$ cat src/rtl/mac_sequencer_pkg.sv
// -----------------------------------------------------------------------------
// definitions
//   Shared fixed-point format and the mac_sequencer state encoding.
//   Q_INT/Q_FRAC give the MacUnit Q-format; Q_SIZE is the full word width of
//   acc and result.
// -----------------------------------------------------------------------------
package definitions;

    localparam int Q_INT  = 8;
    localparam int Q_FRAC = 8;
    localparam int Q_SIZE = Q_INT + Q_FRAC;

    typedef enum logic [2:0] {
        IDLE,
        RUN,
        DRAIN,
        CAPTURE,
        DONE
    } mac_seq_state_t;

endpackage

$ cat src/rtl/mac_sequencer_if.sv
// -----------------------------------------------------------------------------
// mac_sequencer_if
//   Bundles every non-clock signal of the mac_sequencer.
//   Control   : start, len, x_base, w_base (from layer controller), busy
//   Memory    : rd_en, x_addr, w_addr (synchronous-read x/w memories)
//   MacUnit   : mac_acc_loopback, mac_acc_update (to MacUnit), acc (from it)
//   Result    : result, result_valid, result_ready (valid/ready handshake)
//   Modports  : slave  - the sequencer itself
//               master - the surrounding layer engine / testbench
// -----------------------------------------------------------------------------
interface mac_sequencer_if #(
    parameter int ADDR_W = 10,
    parameter int LEN_W  = 10
) ();
    import definitions::*;

    logic                     start;
    logic [LEN_W-1:0]         len;
    logic [ADDR_W-1:0]        x_base;
    logic [ADDR_W-1:0]        w_base;
    logic                     rd_en;
    logic [ADDR_W-1:0]        x_addr;
    logic [ADDR_W-1:0]        w_addr;
    logic                     mac_acc_loopback;
    logic                     mac_acc_update;
    logic signed [Q_SIZE-1:0] acc;
    logic signed [Q_SIZE-1:0] result;
    logic                     result_valid;
    logic                     result_ready;
    logic                     busy;

    modport slave (
        input  start, len, x_base, w_base, acc, result_ready,
        output rd_en, x_addr, w_addr, mac_acc_loopback, mac_acc_update,
               result, result_valid, busy
    );

    modport master (
        output start, len, x_base, w_base, acc, result_ready,
        input  rd_en, x_addr, w_addr, mac_acc_loopback, mac_acc_update,
               result, result_valid, busy
    );

endinterface

$ cat src/rtl/mac_sequencer.sv
// -----------------------------------------------------------------------------
// mac_sequencer
//   Walks one MacUnit through a single dot product of len x/w pairs, then
//   captures the final accumulator into a result register held behind a
//   valid/ready handshake.
//   Ports:
//     clk     - single clock, rising edge
//     rst_n   - asynchronous active-low reset
//     seq_bus - mac_sequencer_if.slave (control, memory, MacUnit, result)
//   All outputs are registered.
// -----------------------------------------------------------------------------
module mac_sequencer
    import definitions::*;
#(
    parameter int ADDR_W = 10,
    parameter int LEN_W  = 10
) (
    input  logic           clk,
    input  logic           rst_n,
    mac_sequencer_if.slave seq_bus
);

    localparam logic [LEN_W-1:0]  LEN_ONE  = LEN_W'(1);
    localparam logic [ADDR_W-1:0] ADDR_ONE = ADDR_W'(1);

    mac_seq_state_t           r_state;
    logic [LEN_W-1:0]         r_len;
    logic [LEN_W-1:0]         r_k;
    logic [ADDR_W-1:0]        r_x_addr;
    logic [ADDR_W-1:0]        r_w_addr;
    logic                     r_rd_en;
    logic                     r_upd;
    logic                     r_lb;
    logic signed [Q_SIZE-1:0] r_result;
    logic                     r_valid;
    logic                     r_busy;

    // r_k is the index of the address currently on the bus; the read for the
    // final pair is being issued when it reaches len-1.
    logic w_last;
    assign w_last = (r_k == (r_len - LEN_ONE));

    always_ff @(posedge clk or negedge rst_n) begin
        if (!rst_n) begin
            r_state  <= IDLE;
            r_len    <= '0;
            r_k      <= '0;
            r_x_addr <= '0;
            r_w_addr <= '0;
            r_rd_en  <= 1'b0;
            r_upd    <= 1'b0;
            r_lb     <= 1'b0;
            r_result <= '0;
            r_valid  <= 1'b0;
            r_busy   <= 1'b0;
        end else begin
            // Memory data returns one cycle after the read, so the update
            // strobe is the read strobe delayed by one. Only the element read
            // with k=0 starts a fresh sum; this also hides any stale acc.
            r_upd <= r_rd_en;
            r_lb  <= r_rd_en && (r_k != '0);

            case (r_state)
                IDLE: begin
                    if (seq_bus.start) begin
                        r_busy <= 1'b1;
                        if (seq_bus.len != '0) begin
                            r_len    <= seq_bus.len;
                            r_k      <= '0;
                            r_x_addr <= seq_bus.x_base;
                            r_w_addr <= seq_bus.w_base;
                            r_rd_en  <= 1'b1;
                            r_state  <= RUN;
                        end else begin
                            r_result <= '0;
                            r_valid  <= 1'b1;
                            r_state  <= DONE;
                        end
                    end
                end

                RUN: begin
                    if (w_last) begin
                        r_rd_en <= 1'b0;
                        r_state <= DRAIN;
                    end else begin
                        // Addresses wrap naturally at 2^ADDR_W.
                        r_k      <= r_k + LEN_ONE;
                        r_x_addr <= r_x_addr + ADDR_ONE;
                        r_w_addr <= r_w_addr + ADDR_ONE;
                    end
                end

                // Final update is on the MacUnit this cycle.
                DRAIN: r_state <= CAPTURE;

                CAPTURE: begin
                    r_result <= seq_bus.acc;
                    r_valid  <= 1'b1;
                    r_state  <= DONE;
                end

                DONE: begin
                    if (seq_bus.result_ready) begin
                        r_valid <= 1'b0;
                        r_busy  <= 1'b0;
                        r_state <= IDLE;
                    end
                end

                default: begin
                    r_rd_en <= 1'b0;
                    r_valid <= 1'b0;
                    r_busy  <= 1'b0;
                    r_state <= IDLE;
                end
            endcase
        end
    end

    assign seq_bus.rd_en            = r_rd_en;
    assign seq_bus.x_addr           = r_x_addr;
    assign seq_bus.w_addr           = r_w_addr;
    assign seq_bus.mac_acc_update   = r_upd;
    assign seq_bus.mac_acc_loopback = r_lb;
    assign seq_bus.result           = r_result;
    assign seq_bus.result_valid     = r_valid;
    assign seq_bus.busy             = r_busy;

endmodule
$ cat src/flat_wrapper.sv
// flat-port wrapper written by rule: the top's interface ports become plain ports
module mac_sequencer_flat import definitions::*;
#(
    parameter int ADDR_W = 10,
    parameter int LEN_W  = 10
)
  (clk, rst_n, seq_bus_start, seq_bus_len, seq_bus_x_base, seq_bus_w_base, seq_bus_acc, seq_bus_result_ready, seq_bus_rd_en, seq_bus_x_addr, seq_bus_w_addr, seq_bus_mac_acc_loopback, seq_bus_mac_acc_update, seq_bus_result, seq_bus_result_valid, seq_bus_busy);
  mac_sequencer_if #(.ADDR_W(ADDR_W), .LEN_W(LEN_W)) seq_bus_i ();
  input  logic clk;
  input  logic rst_n;
  input wire logic [$bits(seq_bus_i.start)-1:0] seq_bus_start;
  input wire logic [$bits(seq_bus_i.len)-1:0] seq_bus_len;
  input wire logic [$bits(seq_bus_i.x_base)-1:0] seq_bus_x_base;
  input wire logic [$bits(seq_bus_i.w_base)-1:0] seq_bus_w_base;
  input wire logic [$bits(seq_bus_i.acc)-1:0] seq_bus_acc;
  input wire logic [$bits(seq_bus_i.result_ready)-1:0] seq_bus_result_ready;
  output wire logic [$bits(seq_bus_i.rd_en)-1:0] seq_bus_rd_en;
  output wire logic [$bits(seq_bus_i.x_addr)-1:0] seq_bus_x_addr;
  output wire logic [$bits(seq_bus_i.w_addr)-1:0] seq_bus_w_addr;
  output wire logic [$bits(seq_bus_i.mac_acc_loopback)-1:0] seq_bus_mac_acc_loopback;
  output wire logic [$bits(seq_bus_i.mac_acc_update)-1:0] seq_bus_mac_acc_update;
  output wire logic [$bits(seq_bus_i.result)-1:0] seq_bus_result;
  output wire logic [$bits(seq_bus_i.result_valid)-1:0] seq_bus_result_valid;
  output wire logic [$bits(seq_bus_i.busy)-1:0] seq_bus_busy;
  assign seq_bus_i.start = seq_bus_start;
  assign seq_bus_i.len = seq_bus_len;
  assign seq_bus_i.x_base = seq_bus_x_base;
  assign seq_bus_i.w_base = seq_bus_w_base;
  assign seq_bus_i.acc = seq_bus_acc;
  assign seq_bus_i.result_ready = seq_bus_result_ready;
  assign seq_bus_rd_en = seq_bus_i.rd_en;
  assign seq_bus_x_addr = seq_bus_i.x_addr;
  assign seq_bus_w_addr = seq_bus_i.w_addr;
  assign seq_bus_mac_acc_loopback = seq_bus_i.mac_acc_loopback;
  assign seq_bus_mac_acc_update = seq_bus_i.mac_acc_update;
  assign seq_bus_result = seq_bus_i.result;
  assign seq_bus_result_valid = seq_bus_i.result_valid;
  assign seq_bus_busy = seq_bus_i.busy;
  mac_sequencer #(.ADDR_W(ADDR_W), .LEN_W(LEN_W)) u_core (.clk(clk), .rst_n(rst_n), .seq_bus(seq_bus_i));
endmodule
$ cat config.mk
export PLATFORM = sky130hd
export DESIGN_NAME = mac_sequencer_flat
export DESIGN_NICKNAME = d
export VERILOG_FILES = /design/src/rtl/mac_sequencer_pkg.sv /design/src/rtl/mac_sequencer_if.sv /design/src/rtl/mac_sequencer.sv /design/src/flat_wrapper.sv
export SDC_FILE = /design/constraint.sdc
export NUM_CORES = 1
export LEC_CHECK = 0
export ABC_AREA = 0
export BUFFER_PORTS_ARGS = -buffer_cell sky130_fd_sc_hd__buf_2
export CAP_MARGIN = 20
export CORE_MARGIN = 8
export CORE_UTILIZATION = 40
export DETAILED_ROUTE_END_ITERATION = 12
export SYNTH_ARGS = -nofsm -noshare
export SYNTH_HDL_FRONTEND = slang
export SYNTH_SLANG_ARGS = --single-unit
$ cat constraint.sdc
create_clock -name clk -period 6.7 [get_ports clk]
set_input_delay 0 -clock clk [delete_from_list [all_inputs] [get_ports clk]]
set_output_delay 0 -clock clk [all_outputs]
set_load 0.03 [all_outputs]
## Word level (Yosys, flattened, before mapping)

Index checks and enable logic that the tools add are counted.

| storage, ports and cells | value |
|---|---|
| bits in registers | 64 |
| latch bits | 0 |
| memory bits (writable) | 0 |
| ROM bits | 0 |
| input bits | 50 |
| output and inout port bits | 41 |
| memories kept | 0 |

| operators by class | value |
|---|---|
| add/subtract/negate cells | 4 |
| multiply operators | 0 |
| divide/modulo/power cells | 0 |
| $lt $le $gt $ge | 0 |
| eq/ne operators | 11 |
| shifts and indexed selects | 0 |
| multiplexer cells | 30 |
| bitwise gates (word level) | 3 |
| reductions and logical operators | 16 |

Operators by type and width:

| cell | count |
|---|---|
| $mux 10 | 9 |
| $pmux 10 s2 | 3 |
| $mux 16 | 2 |
| $pmux 16 s2 | 1 |
| $add 10x1->10 const B | 3 |
| $reduce_bool 10->1 | 2 |
| $pmux 3 s5 | 1 |
| $mux 3 | 4 |
| $reduce_and 3->1 | 4 |
| $reduce_and 4->1 | 3 |
| $eq 10x10->1 | 1 |
| $sub 10x1->10 const B | 1 |
| $ne 2x2->1 const B | 4 |
| $mux 1 | 7 |
| $eq 3x2->1 const B | 2 |
| $pmux 1 s3 | 2 |
| $reduce_or 3->1 | 2 |
| $ne 2x1->1 const B | 2 |
| $pmux 1 s4 | 1 |
| $reduce_bool 2->1 | 2 |
| $eq 3x1->1 const B | 1 |
| $eq 3x3->1 const B | 1 |
| $logic_not 3->1 | 1 |
| $not 1->1 | 3 |
| 2 further kinds | 2 |

## Logic depth before layout (Yosys ltp)

Gate-level depths: netlist of the first run.

| logic depth | value |
|---|---|
| depth after elaboration | 4 |
| gate-level depth with buffers | 9 |

## Least setup slack after synthesis of the first run

No wires, ideal clock.

| path | value |
|---|---|
| kind | reg2reg |
| start | reg u_core.r_len[0] |
| end | reg u_core.r_k[5] |
| library setup time | 0.124 ns |
| data arrival time | 2.408 ns |
| setup slack | 4.168 ns |
| stages on the path, launching flop included | 10 |
| buffers on the path | 1 |
| path through | dfrtp_1 -> inv_1 -> ha_1 -> or4b_4 -> or4_1 -> nand4_2 -> o211a_4 -> buf_6 -> nor4_1 -> a211o_1 |

| on the way | value |
|---|---|
| cells in the longest elaborated chain, start to end | 4 |

RTL lines:

| what | RTL line | source |
|---|---|---|
| start: declaration | mac_sequencer.sv:27 | `logic [LEN_W-1:0] r_len;` |
| start signal: assignment | mac_sequencer.sv:68 | `r_len <= seq_bus.len;` |
| $sub 10x1->10 | mac_sequencer.sv:41 | `assign w_last = (r_k == (r_len - LEN_ONE));` |
| $eq 10x10->1 | mac_sequencer.sv:41 |  |
| $ne 2x2->1 (no line) | - |  |
| $reduce_and 4->1 (no line) | - |  |
| end signal: assignment | mac_sequencer.sv:88 | `r_k <= r_k + LEN_ONE;` |
| end: declaration | mac_sequencer.sv:28 | `logic [LEN_W-1:0] r_k;` |

No other way between the ends.
A chain may end at the register's enable or synchronous reset.

## Worst setup path after layout of the first run

| path | value |
|---|---|
| start | in seq_bus_len[5] |
| end | reg u_core.r_x_addr[9] (netlist: u_core.seq_bus.x_addr[9]) |

| on the way | value |
|---|---|
| cells in the longest elaborated chain, start to end | 3 |

RTL lines:

| what | RTL line | source |
|---|---|---|
| start: declaration | flat_wrapper.sv:12 | `input wire logic [$bits(seq_bus_i.len)-1:0] seq_bus_len;` |
| $reduce_bool 10->1 | mac_sequencer.sv:67 | `if (seq_bus.len != '0) begin` |
| $ne 2x1->1 (no line) | - |  |
| $reduce_and 4->1 (no line) | - |  |
| end signal: assignment | mac_sequencer.sv:70 | `r_x_addr <= seq_bus.x_base;` |
| end signal: assignment | mac_sequencer.sv:89 | `r_x_addr <= r_x_addr + ADDR_ONE;` |
| end: declaration | mac_sequencer.sv:29 | `logic [ADDR_W-1:0] r_x_addr;` |

No other way between the ends.

==> impl_metrics.toml, run 1 <==
[synth]
ys_ff_latch = 64
synthCells = 347
syn_area_sq_mm = 0.003462
synth_common_cells = "dfrtp_1 (64), nand2_1 (42), a21oi_1 (16), a22o_1 (16), nor2_1 (16)"
async_flop_share_pct = 100.0
ys_seq_area_share_pct = 46.26
netlist_top_cells_area = "dfrtp_1 (46%), nand2_1 (4.6%), a22o_1 (4.0%), a21oi_1 (2.3%), o32a_1 (2.3%)"
yosysTopAreaCellShare_pct = 46.26
syn-num-nets = 402
synthFlopType = "dfrtp_1"
synth-edff-count = 0
yosysUniqueCellTypes = 63
synth_top_cell_by_area = "dfrtp_1"
yosys_warnings = 0
post-synth-top-count-cell = "dfrtp_1"
synth_area_per_cell_sq_um = 9.977

[route]
drt.antenna.violating_nets = 0
viasPerCell = 5.616
avgRoutedWirePerCell_um = 17.14
drt_iter0_drc = 136
dr.pass1.iters = 6
num_vias = 3274
drc = 0
drt_wl_total_um = 9990

[flow_run]
cap_violations = 0

[setup_path]
critPathKind = "in2reg"
end_kind = "register"
cp_max_fo = 15
r2r_slack_ns = 3.85
r2r_end = "u_core.seq_bus.w_addr[4]"
worstSetupStartpointType = "input pin"
reg2regPathDepth = 8
crit_arrival_ns = 3.48
critPathRequiredTime_ns = 6.99
r2r-start = "u_core.r_len[0]"

[floorplan]
dieHeight_um = 109.0
io_pins = 91
initial_core_util_pct = 40.49
core_area_sq_mm = 0.008551
die_x_um = 109.0
die_area_sq_mm = 0.01189
floorplan.rows = 34

[pwr]
power_density_mw_per_mm2 = 472.6
ir_drop_mv = 0.2068
p_total_mw = 2.165
p_leak_nw = 2.136

[worst_hold_path]
hp-start = "seq_bus_w_base[9]"
min_to = "u_core.seq_bus.w_addr[9]"
hold_path_class = "in2reg"
hold_depth = 3

[final_layout]
layout.nets = 525
n_antenna_cell = 0
syn_to_final_growth_pct = 32.35
finalInstanceArea_sq_mm = 0.004582
fin_cells = 583
drive_gt1_share_pct = 26.32

[timing]
setup_tns_ns = 0
slew_headroom_pct = 28.99
hold_violations = 0
fmax_mhz = 313.5
slew_viol_final = 0
fin_skew_ns = 0.009394
worst_slew_pin_slew_ns = 1.061
post-route-min-period_ns = 3.190
rsz0062_at_grt = "false"
finalCritPeriodShare_pct = 47.61
setup_violations = 0
fin_ws_ns = 3.510

[placed_design]
place_inst = 531
port_buffers = 90
finalWeightedCongestion = 0.7889
hpwlAfterDp_um = 6721
dp_slack_ns = 3.752
place_area_sq_mm = 0.004000

[run_status]
outcome = "finished clean"

[cts]
worst_skew_pair.late_latency_ns = 0.35
postCtsSetupRepairBufs = 0
clk_pin_slew_ns = 0.07
numCtsBuffers = 9
cts-htree-levels = 3
ctsHoldBuffers = 36
cts.sinks = 64
cts_tree = "done"
cts_root_buf = "clkbuf_8"
clock_path_buffers = 2
cts-resized-gates = 0

[global_routing]
grt_pass1_wl_um = 16630
overflow = 0
grt_pass1_vias = 3344
antenna_found_initial = 0
grt.total_usage_pct = 17.59
grt_max_degree = 65
[routing by layer]
layer	track usage, %	wire, um
met1	23.03	4641
met2	26.73	4592
met3	4.669	579
met4	7.722	175
met5	0	0
[critical path: stages]
cell and delay, ns:
dlygate4sd3_1 0.53, buf_2 0.12, or4_1 0.50, nor4_1 0.80, or3_1 0.60, buf_4 0.32
o2111ai_1 0.18, a41oi_1 0.27, o21a_1 0.14
[worst max path at each step]
| stage | start | endpoint | slack (ns) | cells past startpoint |
|---|---|---|---|---|
| CTS | seq_bus_len[5] | u_core.seq_bus.x_addr[9] | 3.57 | 9 |
| global route | seq_bus_len[5] | u_core.seq_bus.x_addr[9] | 3.28 | 9 |
| global placement | seq_bus_len[5] | u_core.seq_bus.x_addr[9] | 3.86 | 8 |
| detailed placement | seq_bus_len[5] | u_core.seq_bus.x_addr[9] | 3.75 | 8 |
| finish | seq_bus_len[5] | u_core.seq_bus.x_addr[9] | 3.51 | 9 |
| floorplan | u_core.r_len[0] | u_core.r_k[5] | 4.17 | 9 |
[sequential cells by signal, indices dropped and copies added, names as in the netlist]
signal	cells
u_core.r_k	10
u_core.seq_bus.result	16
u_core.seq_bus.rd_en	1
u_core.seq_bus.mac_acc_loopback	1
u_core.seq_bus.busy	1
u_core.r_state	3
u_core.seq_bus.x_addr	10
u_core.seq_bus.w_addr	10
u_core.r_len	10
u_core.seq_bus.result_valid	1
u_core.seq_bus.mac_acc_update	1
[layout by cell type, fill, tap and decap left out, drive strengths merged, types with 2 or more instances in the layout]
master,n
xnor2,6
inv,10
dfrtp,64
o21a,3
or4,9
o31ai,8
ha,5
nand3,14
o32a,8
a311oi,2
o211ai,3
o311ai,2
a22o,16
xor2,4
nor2,17
a211o,2
and3,7
o221ai,3
o211a,6
nor3,5
buf,95
nand3b,5
nand4,9
nor2b,2
nand2b,5
o32ai,3
o21ai,15
clkinvlp,2
o221a,5
and4,3
a21oi,17
dlygate4sd3,36
a221oi,3
clkbuf,11
bufinv,2
nor4,4
or3,3
nand2,43
[cells by family (layout without fill, tap and decap cells)]
logic type	count (synthesis)	count (layout)	share of synthesized area, %
xor+xnor	10	10	2.530
flops	64	64	46.26
simple gates	134	134	21.11
mux	1	1	0.2891
fa+ha+maj	5	5	1.807
buf+inv	29	157	3.831
compound gates	104	104	24.18
[per-stage QoR]
stage / hold WS [ns] / util [%]
floorplan: -0.2956 / -
global placement: 0.2042 / 46.78
detailed placement: 0.2076 / 46.78
CTS: 0.0008201 / 53.59
global route: 0.02184 / 53.59
finish: 0.009025 / 53.59
[cell type report]
cell class,instances,area [sq um]
clock inverters,5,80.08
clock buffers,11,141.4
multi-input cells,254,1738
well taps,108,135.1
inverters,10,37.54
repair buffers,131,848.3
fillers,792,3969
flip-flops and latches,64,1602
[where the power goes]
group          internal (mW)  switching, mW
Clock                  0.219          0.158
Sequential             0.549          0.191
Combinational          0.420          0.628
Power figures use the tool's default switching activity.
==> run 2: changes to the inputs <==
PLACE_DENSITY = 0.66   (was not set)
clock period = 2.64 ns   (was 6.7 ns; I/O delays follow)
==> run 2 against run 1 <==
Net effect: sequential share of layout area decreased by 1.6 points; sequential cell count unchanged; setup slack got worse by 3.4 ns; critical path type is now reg2reg; critical endpoint is now u_core.r_k[8]; largest cell class unchanged; largest power group unchanged.
==> impl_metrics.toml, run 2 (synthesis results as in run 1) <==
[worst_hold_path]
hold_path_class = "in2reg"
hp-start = "seq_bus_x_base[1]"
min_to = "u_core.seq_bus.x_addr[1]"
hold_depth = 3

[floorplan]
die_x_um = 109.0
floorplan.rows = 34
dieHeight_um = 109.0
core_area_sq_mm = 0.008551
die_area_sq_mm = 0.01189
initial_core_util_pct = 40.49
io_pins = 91

[route]
drt_wl_total_um = 10740
num_vias = 3398
drt_iter0_drc = 168
avgRoutedWirePerCell_um = 17.93
viasPerCell = 5.673
drt.antenna.violating_nets = 0
drc = 0
dr.pass1.iters = 5

[cts]
worst_skew_pair.late_latency_ns = 0.35
cts_root_buf = "clkbuf_8"
clock_path_buffers = 2
cts.sinks = 64
numCtsBuffers = 9
cts-htree-levels = 3
cts_tree = "done"
clk_pin_slew_ns = 0.08

[final_layout]
n_antenna_cell = 0
multi_input_area_sq_mm = 0.001834
largest_register_ff_count = 16
layout_commonest_cell = "buf_2"
mostFrequentLayoutCells = "buf_2 (90), dfrtp_1 (64), nand2_1 (42)"
seqCellArea_sq_mm = 0.001602
syn_to_final_growth_pct = 38.53
fillers = 767
drive_gt1_share_pct = 32.18
layout.nets = 541
fin_cells = 599

[flow_run]
cap_violations = 0

[global_routing]
overflow = 0
grt.total_usage_pct = 18.17
grt_pass1_wl_um = 17310
grt_max_degree = 26
grt_pass1_vias = 3434
antenna_found_initial = 0

[timing]
fmax_mhz = 388.6
slew_viol_final = 0
slew_headroom_pct = 50.54
worst_slew_pin_slew_ns = 0.7378
finalCritPeriodShare_pct = 97.47
fin_skew_ns = 0.01057
post-route-min-period_ns = 2.573
setup_violations = 0
hold_violations = 0

[pwr]
power_density_mw_per_mm2 = 1203
p_total_mw = 5.771
p_leak_nw = 2.242
ir_drop_mv = 0.6132

[setup_path]
critPathRequiredTime_ns = 2.92
r2r-start = "u_core.r_len[0]"
r2r_slack_ns = 0.07
worstSetupStartpointType = "register"
critPathKind = "reg2reg"
cp_slowest_stage_delay_ns = 0.51
end_kind = "register"
r2r_end = "u_core.r_k[8]"
reg2regPathDepth = 9
cp_max_fo = 11
crit_slowest_cell = "or4b_4"
path_cells = "inv_2 > ha_4 > or4b_4 > o221ai_4 > nand4_4 > o211a_4 > buf_12 > or4_4 > a21oi_2"
crit_arrival_ns = 2.85

[placed_design]
port_buffers = 90
hpwlAfterDp_um = 7160
place_inst = 546
finalWeightedCongestion = 0.8101

[run_status]
outcome = "finished clean"
-- run 2: cell types whose count changed in the layout (fill, tap and decap cells not counted), sizes merged --
| cell | delta |
|---|---|
| buf | +17 |
| o21ai | +1 |
| dlygate4sd3 | -2 |
| clkbuf | -2 |
| clkinv | +2 |
| clkinvlp | -1 |
| inv | +1 |
-- run 2: stage by stage --
step	util (%)	hold WS, ns	cell area (sq um)	setup slack (ns)	TNS (ns)
final	56.09	0.004880	4796	0.06687	0
after global routing	56.09	0.008186	4796	-0.03861	-0.08699
after CTS	54.87	0.001733	4692	-0.0009304	-0.0009304
after detailed placement	48.24	0.0001306	4125	-0.004673	-0.004673
after global placement	48.24	-0.01038	4125	0.05873	0
after floorplan	-	-0.2956	3462	0.1085	0
-- run 2: critical path, delay by kind of cell (launching register included) --
kind,cells,cell delay [ns]
and+or+nand+nor,3,1.16
DFF,1,0.39
buffers and inverters,2,0.22
AOI/OAI and AO/OA,3,0.58
adders and majority gates,1,0.15
-- run 2: report_power, final --
group	switching, mW	total [mW]	internal (mW)
sequential	0.484	1.88	1.39
combinational	1.72	2.94	1.23
clock	0.418	0.950	0.533
-- run 2: final cells by class --
type | count | share of cell area (%)
multi-input cells | 255 | 38.25
inverters | 10 | 0.7827
repair buffers | 146 | 20.19
well taps | 108 | 2.818
clock inverters | 7 | 1.983
clock buffers | 9 | 2.583
flip-flops and latches | 64 | 33.39
-- run 2: how the worst max path moves through the flow --
stage / from / endpoint / slack (ns) / cells after the start
finish: u_core.r_len[0] / u_core.r_k[8] / 0.07 / 9
floorplan: u_core.r_len[0] / u_core.r_k[5] / 0.11 / 9
global placement: u_core.r_len[0] / u_core.seq_bus.w_addr[1] / 0.06 / 8
detailed placement: u_core.r_len[1] / u_core.r_k[8] / -0.005 / 9
global route: u_core.r_len[0] / u_core.r_k[8] / -0.04 / 9
CTS: u_core.r_len[1] / u_core.r_k[6] / -0.0009 / 9
-- run 2: metal layers --
| layer | GRT usage, % | vias to the layer above | wire length, um |
|---|---|---|---|
| li1 | - | 1617 | - |
| met1 | 23.24 | 1667 | 4733 |
| met2 | 28.94 | 100 | 5185 |
| met3 | 4.610 | 14 | 649 |
| met4 | 6.843 | 0 | 172 |
| met5 | 0 | - | 0 |
-- run 2: what timing repair did --
| item | CTS | global route |
|---|---|---|
| resized for setup | 0 | 18 |
| setup buffers | 1 | 0 |
| pin swaps | 1 | 8 |
| endpoints found under the hold margin | 53 | 0 |
| cloned | 0 | 1 |
| hold buffers | 34 | 0 |
| endpoints found under the setup margin | 4 | 32 |
==> run 3: changes to the inputs <==
==> constraint.sdc (replaced) <==
create_clock -name clk -period 2.64 [get_ports clk]
set_input_delay 0.132 -clock clk [delete_from_list [all_inputs] [get_ports clk]]
set_output_delay 0.132 -clock clk [all_outputs]
set_load 0.03 [all_outputs]
==> run 3 against run 2 <==
Net effect: final area down 7.2%; die area unchanged; worst hold slack better by 0.0047 ns; sequential cell count unchanged; clock power down 5.7%; routed wire length down 8.2%; critical endpoint unchanged.
==> impl_metrics.toml, run 3 (synthesis results as in run 1) <==
[run_status]
outcome = "finished clean"

[timing]
hold_violations = 0
slew_headroom_pct = 47.67
fin_skew_ns = 0.01070
setup_violations = 0
fmax_mhz = 391.8
slew_viol_final = 0
setup_tns_ns = 0
finalCritPeriodShare_pct = 96.67
rsz0062_at_grt = "true"
post-route-min-period_ns = 2.552
worst_slew_pin_slew_ns = 0.7849
fin_ws_ns = 0.08790

[cts]
clk_pin_slew_ns = 0.07
clock_path_buffers = 2
cts.sinks = 64
cts-htree-levels = 3
worst_skew_pair.late_latency_ns = 0.34
cts_tree = "done"
numCtsBuffers = 9
cts_root_buf = "clkbuf_8"

[global_routing]
grt_pass1_wl_um = 16220
grt_pass1_vias = 3339
grt_max_degree = 34
grt.total_usage_pct = 17.11
antenna_found_initial = 0
overflow = 0

[setup_path]
worstSetupStartpointType = "register"
critPathKind = "reg2reg"
critPathRequiredTime_ns = 2.91
crit_arrival_ns = 2.82
crit_slowest_cell = "or4_1"
reg2regPathDepth = 9
cp_slowest_stage_delay_ns = 0.52
cp_max_fo = 10
path_cells = "inv_2 > ha_4 > or4b_4 > o221ai_4 > nand4_4 > o211a_4 > buf_12 > or4_1 > a21oi_2"
end_kind = "register"

[final_layout]
syn_to_final_growth_pct = 28.59
n_antenna_cell = 0
layout_commonest_cell = "buf_2"
largest_register_ff_count = 16
mostFrequentLayoutCells = "buf_2 (90), dfrtp_1 (64), nand2_1 (42)"
fin_cells = 567
fillers = 804
layout.nets = 510
drive_gt1_share_pct = 32.90
final_util_pct = 52.06
finalInstanceArea_sq_mm = 0.004452

[route]
avgRoutedWirePerCell_um = 17.40
dr.pass1.iters = 5
num_vias = 3207
viasPerCell = 5.656
drt.antenna.violating_nets = 0
drc = 0
drt_iter0_drc = 170
drt_wl_total_um = 9864

[worst_hold_path]
hold_path_class = "in2reg"
hold_depth = 3

[placed_design]
place_inst = 546
port_buffers = 90
place_area_sq_mm = 0.004125
hpwlAfterDp_um = 7026
finalWeightedCongestion = 0.8329
dp_slack_ns = 0.04512

[pwr]
p_leak_nw = 2.101
ir_drop_mv = 0.6623
power_density_mw_per_mm2 = 1265

[floorplan]
floorplan.rows = 34
dieHeight_um = 109.0
io_pins = 91
initial_core_util_pct = 40.49
die_x_um = 109.0
die_area_sq_mm = 0.01189
core_area_sq_mm = 0.008551

[flow_run]
cap_violations = 0
## run 3: cell types whose count changed in the layout (fill, tap and decap cells not counted), sizes merged
cell	previous run	this run
dlygate4sd3	34	4
clkbuf	9	11
clkinv	3	2
clkinvlp	1	0
inv	11	10
o21ai	16	15
## run 3: report_power, final
group / leakage, nW / switching (mW) / total (mW) / internal [mW]
clock: 0.103 / 0.371 / 0.896 / 0.524
sequential: 0.789 / 0.484 / 1.88 / 1.39
combinational: 1.21 / 1.67 / 2.86 / 1.18
## run 3: layer usage
metal	share of wire (%)	track usage, %	wire length [um]	up-vias
met4	1.3	6.061	124	0
met2	46	26.30	4574	94
met1	46	22.60	4579	1557
met3	5.9	4.728	586	11
li1	-	-	-	1545
met5	0	0	0	-
## run 3: per-stage QoR
step | total power [mW] | hold slack, ns
finish | 5.629 | 0.009541
global route | 6.049 | 0.008755
CTS | 5.540 | 0.0007921
detailed placement | 4.614 | 0.2649
global placement | 4.559 | 0.2604
floorplan | 3.763 | -0.1636
## run 3: what timing repair did
action	4_1_cts	5_1_grt
endpoints found under the hold margin	34	0
setup endpoints to repair	0	32
buffers inserted	0	1
hold buffers	4	0
resized for setup	0	15
## run 3: worst max-delay path: cells and delay by family, from the launching register on
| kind | cells | cell delay, ns |
|---|---|---|
| and+or+nand+nor | 3 | 1.16 |
| AOI/OAI and AO/OA | 3 | 0.56 |
| DFF | 1 | 0.40 |
| buffers and inverters | 2 | 0.23 |
| adders and majority gates | 1 | 0.15 |
## run 3: worst paths after layout
| path | startpoint | endpoint | slack [ns] |
|---|---|---|---|
| worst min register to register | u_core.seq_bus.rd_en | u_core.seq_bus.mac_acc_update | 0.43 |
| worst min-delay path | seq_bus_len[4] | u_core.r_len[4] | 0.01 |
| max in group asynchronous | rst_n | u_core.seq_bus.w_addr[8] | 1.50 |
| worst max-delay path | u_core.r_len[1] | u_core.r_k[8] | 0.09 |
| worst max register to register | u_core.r_len[1] | u_core.r_k[8] | 0.09 |
| min in group asynchronous | rst_n | u_core.r_len[9] | 0.41 |
## run 3: area by class of cell
cell class | instances | area, sq um | area share [%]
Clock buffer | 11 | 131.4 | 2.951
Clock inverter | 4 | 70.07 | 1.574
Inverter | 10 | 37.54 | 0.8432
Multi-Input combinational cell | 254 | 1804 | 40.53
Sequential cell | 64 | 1602 | 35.98
Tap cell | 108 | 135.1 | 3.035
Timing Repair Buffer | 116 | 671.9 | 15.09
